===== src/rtl/data_mem.sv =====
// data_mem: single-port 2^AW x DW data memory with a request/ready handshake
// and a hardware bulk-clear sequence that zeroes the whole array.
module data_mem #(
  parameter int AW = 8,
  parameter int DW = 8
) (
  input  logic          Clk,
  input  logic          Reset_n,
  input  logic [AW-1:0] DataAddress,
  input  logic [DW-1:0] DataIn,
  input  logic          MemWrite,
  input  logic          MemRead,
  input  logic          ClearStart,
  output logic          Ready,
  output logic [DW-1:0] DataOut,
  output logic          DataValid
);

  localparam int DEPTH = 1 << AW;
  localparam logic [AW-1:0] CLR_LAST = {AW{1'b1}};

  typedef enum logic [1:0] {
    IDLE  = 2'd0,
    READ  = 2'd1,
    CLEAR = 2'd2
  } state_t;

  state_t        state;
  state_t        state_next;
  logic [DW-1:0] mem [DEPTH];
  logic [AW-1:0] addr_q;
  logic [AW-1:0] addr_next;
  logic [AW-1:0] clr_cnt;
  logic [AW-1:0] clr_next;
  logic          mem_we;
  logic [AW-1:0] mem_waddr;
  logic [DW-1:0] mem_wdata;
  logic          load;

  // Ready depends on state only, so the upstream PC stall has no input path.
  assign Ready = (state == IDLE);

  always_comb begin
    state_next = state;
    addr_next  = addr_q;
    clr_next   = clr_cnt;
    mem_we     = 1'b0;
    mem_waddr  = DataAddress;
    mem_wdata  = DataIn;
    load       = 1'b0;
    case (state)
      IDLE: begin
        if (ClearStart) begin
          state_next = CLEAR;
          clr_next   = {AW{1'b0}};
        end else if (MemWrite) begin
          mem_we = 1'b1;
        end else if (MemRead) begin
          state_next = READ;
          addr_next  = DataAddress;
        end else begin
          state_next = IDLE;
        end
      end
      READ: begin
        load       = 1'b1;
        state_next = IDLE;
      end
      CLEAR: begin
        mem_we    = 1'b1;
        mem_waddr = clr_cnt;
        mem_wdata = {DW{1'b0}};
        clr_next  = clr_cnt + AW'(1);
        if (clr_cnt == CLR_LAST) begin
          state_next = IDLE;
        end else begin
          state_next = CLEAR;
        end
      end
      default: begin
        state_next = IDLE;
      end
    endcase
  end

  always_ff @(posedge Clk or negedge Reset_n) begin
    if (!Reset_n) begin
      state     <= IDLE;
      addr_q    <= {AW{1'b0}};
      clr_cnt   <= {AW{1'b0}};
      DataOut   <= {DW{1'b0}};
      DataValid <= 1'b0;
    end else begin
      state     <= state_next;
      addr_q    <= addr_next;
      clr_cnt   <= clr_next;
      DataValid <= load;
      if (load) begin
        DataOut <= mem[addr_q];
      end else begin
        DataOut <= DataOut;
      end
    end
  end

  // Array contents are deliberately left out of reset.
  always_ff @(posedge Clk) begin
    if (mem_we) begin
      mem[mem_waddr] <= mem_wdata;
    end
  end

endmodule

===== config.mk =====
export PLATFORM = sky130hd
export DESIGN_NAME = data_mem
export DESIGN_NICKNAME = d
export VERILOG_FILES = /design/src/rtl/data_mem.sv
export SDC_FILE = /design/constraint.sdc
export NUM_CORES = 2
export LEC_CHECK = 0
export BUFFER_PORTS_ARGS = -buffer_cell sky130_fd_sc_hd__buf_2
export CORE_MARGIN = 8
export CORE_UTILIZATION = 55
export DETAILED_ROUTE_END_ITERATION = 8
export GPL_TIMING_DRIVEN = 0
export PLACE_DENSITY = 0.72
export SLEW_MARGIN = 20
export SYNTH_ARGS = -nofsm -noshare
export SYNTH_HDL_FRONTEND = slang
export SYNTH_SLANG_ARGS = --single-unit

===== constraint.sdc =====
create_clock -name Clk -period 6.6 [get_ports Clk]
set_input_delay 0.66 -clock Clk [delete_from_list [all_inputs] [get_ports Clk]]
set_output_delay 0.66 -clock Clk [all_outputs]
set_load 0.02 [all_outputs]

# Word level (Yosys, flattened, before mapping)
# Memories as Yosys holds them, arrays and structs flattened. A register that Yosys moved wholly into a read port is not among the register bits.
# Cells that the tools add are included.
# totals
register_bits	19
output_inout_bits	10
mem_count	1
in_bits	21
ramBits	2048
# classes
n_eq_ne	5
n_reduce_logical	5
bitwise_logic	2
add_sub_neg	1
mux	15
# mem_list
name	depth	width	rd	rd_clocked_by_memory_dff	wr	line_no	rtl
mem	256	8	1	1	1	30	logic [DW-1:0] mem [DEPTH];
# op_table
op	n
$mux 8	3
$pmux 8 s2	1
$add 8x1->8 const B	1
$eq 8x8->1 const B	1
$mux 1	6
$mux 2	3
$pmux 2 s2	1
$reduce_and 4->1	1
$ne 3x3->1 const B	1
$eq 2x1->1 const B	1
$eq 2x2->1 const B	1
$logic_not 2->1	1
$ne 2x2->1 const B	1
$not 1->1	2
$pmux 1 s2	1
$reduce_and 2->1	1
$reduce_bool 2->1	1
$logic_not 1->1	1

# Longest topological paths before layout
# depth
ltp_word	5
mapped_depth	13

# Worst setup path before layout
# OpenSTA, ideal clock, no wires.
# synth_path
path_type	reg-to-reg
start	register state[0]
end	memory mem[0][0] (data pin)
arrival_ps	4374
slack_ps	1356
stages_incl_launch_ff	5
n_path_buf	2
setup_time_ps	869
cell_sequence	dfrtp_1 nand2b_1 clkbuf_1 clkbuf_1 and2_1
# synth_via
elab_chain_cells	2
# synth_lines
item	line_no	rtl
start: declaration	28	state_t state;
start signal: assignment	94	state <= state_next;
$eq 2x2->1	51	case (state)
$mux 8	51	
named net mem_wdata[0]	37	logic [DW-1:0] mem_wdata;
end: declaration	30	
# The timed path passes the listed nets, and every way through them passes these cells.

==> reports/qor.txt <==
Final min period - 5.90 ns
Number of port buffers - 30
# nets final - 4432
Vias in the first global route - 44500
Static Leakage - 29.4 nW
Die area - 160000 um2
CP Cell Sequence - buf_2, buf_2, buf_2, buf_2, buf_2, nand2_1, a21oi_1, a2111oi_0, a211oi_1, nand4b_1, nand3_1
Initial Utilization - 55.2%
Die W - 400 um
Final Wtd Congestion - 1.03
Layout Cell Area excl Fill - 91000 um2
Synth-to-layout area growth - 12.0%
Initial antenna violation count - 27
RSZ-0062 raised after global routing - false
Number of flops mapped to enable cells by yosys - 2048
Post-layout util - 61.9%
Crit-path slowest cell - buf_2
Via count - 48200
Main synth FF type - edfxtp_1
Post-CTS setup buffers - 0
CTS Root Cell - clkbuf_16
Clk slew on worst S/H paths - 0.06 ns
Syn_nets - 4167
Critical path type - reg -> reg
Chip Height - 400 um
Highest clock rate - 169 MHz
# rows - 141
Initial drt markers - 9898
Post-DP HPWL - 187000 um
H-Tree Depth - 4
Synth cell count leaders - edfxtp_1, mux2i_1, mux4_2
Post-Route WL - 283000 um
Num CTS Buffers - 196
Final Hold Fails - 0
I/O Pins - 31
Hold crit path type - in -> reg
CTS tree - yes
Critical Path Max Stage Delay - 0.69 ns
Crit end category - flop
Final WS setup - 0.698 ns
Post-synth top area share - 75.7%
Post-DP Area - 84800 um2
Tightest Pin Transition - 1.40 ns
Slew Limit Headroom - 5.67%
FFs w/ async S/R, synth - 1.30%
Core area - 147000 um2
Worst Path Required - 7.39 ns
Syn Std Cell Area - 81200 um2
Cell family with most CP delay - buffers and inverters
YS warnings - 0
Drt drc - 3
Synth Instances - 4145
Final Slew Violations - 0
CP dominant cell by count - buf_2
# resized after CTS - 0
Netlist cell types - 59
Seq/Total Area, Yosys - 76.5%
Synth area leader - edfxtp_1
Clock Tree Buf Depth - 3
Setup TNS Final - 0 ns
Avg Cell Area, Syn - 19.6 um2
Skew final - 0.0444 ns
Global-route wire length before repair - 375000 um
Worst vdd ir - 331 uV
Crit Path Max Fanout - 11
Failing checks - DRC
CP Buf/Inv Count - 5
Dpl ws - 1.28 ns
Outcome - complete, but fails checks
Power Dens Cells - 462 nW/um2
Arr. time, crit path - 6.70 ns
Clk sinks - 2075
Total GRT Usage - 34.3%
Synth area leaders - edfxtp_1, mux4_2, mux2i_1
Drt wl/cell - 43.4 um
Vias per cell - 7.40
Period Utilization, post-route - 89.4%
Most numerous cell in the Yosys netlist - edfxtp_1
Flops & latches, synth - 2075
Insertion delay to the later sink of the worst-skew pair - 0.89 ns
ANT nets after route - 0
Gr ovfl total - 0
Layout cell share with drive strength beyond 1 - 18.7%
Worst Setup Start Kind - flop
Finish-stage setup viols - 0
DR pass1 iterations - 9
Largest net degree at the start of global routing - 77
Maxcap violations - 0
## state kept, by name, summed over array words and instances (netlist names)
register	flops
DataOut	8
mem	2048
clr_cnt	8
DataValid	1
addr_q	8
state	2
## metal layers
layer,track usage (%),wire length [um]
met5,1.07,350
met4,20.3,21300
met3,15.2,49900
met2,48.2,119000
met1,44.2,92900
## final timing paths
path | start | endpoint | slack, ns | cells past startpoint
max | addr_q[4] | DataOut[3] | 0.70 | 11
min | ClearStart | state[1] | 0.06 | 3
max reg2reg | addr_q[4] | DataOut[3] | 0.70 | 11
min reg2reg | clr_cnt[5] | clr_cnt[5] | 0.63 | 1
max in group asynchronous | Reset_n | DataOut[1] | 5.64 | 2
min in group asynchronous | Reset_n | clr_cnt[5] | 0.41 | 2
## final cells by class
| type | count | area (um2) |
|---|---|---|
| Fill cell | 10100 | 56100 |
| Antenna cell | 17 | 42.5 |
| Clock inverter | 111 | 1010 |
| Multi-Input combinational cell | 1815 | 17500 |
| Buffer | 250 | 1670 |
| Tap cell | 1930 | 2410 |
| Timing Repair Buffer | 67 | 1000 |
| Inverter | 5 | 18.8 |
| Sequential cell | 2075 | 62200 |
| Clock buffer | 251 | 5170 |
## what timing repair did
action                     CTS  global route
hold endpoints to repair    27             0
setup endpoints to repair    0             0
hold buffers                 1             0
## where the power goes
group	leakage, nW	internal [mW]	switching (mW)
registers	19.2	15.5	0.164
clock network	3.01	6.10	5.02
logic	7.15	4.29	11.1
total	29.4	25.8	16.2
## logic make-up after synthesis
family	synth area share [%]
flops	76.5
buf+inv	2.03
fa+ha+maj	0.0154
compound gates	4.43
mux	14.0
simple gates	2.97
## tightest hold or removal path: cells and delay by family
kind,cells,cell delay (ns)
AND/OR/NAND/NOR,2,0.14
buffers and inverters,1,0.11
## layout by cell type (no fill, tap or decap), types with 27 or more instances in the layout
master     netlist  layout
nor2_1         279     268
dfrtp_1         27      27
clkbuf_16        0     197
buf_6           36      37
buf_2           52      86
nand2_1        128     127
o22ai_1        126     126
o221ai_1        50      50
mux2i_1        409     409
clkinv_1         1      56
a211oi_1        65      65
clkbuf_1        99     118
mux4_2         321     321
a221oi_1        47      47
buf_4           33      36
o21ai_0         76      75
a21oi_1         65      65
edfxtp_1      2048    2048
nand3_1         40      40
clkbuf_2         0      31
## through the flow
step	total power, mW	hold slack, ns	cells
2_1_floorplan	23.3	0.364	4145
3_3_place_gp	30.3	0.560	6105
3_5_place_dp	30.3	0.594	6141
6_report	42.1	0.0581	6521
5_1_grt	42.0	0.0872	6504
4_1_cts	41.0	0.0391	6504
No activity file was read; power rests on OpenSTA's default activity.
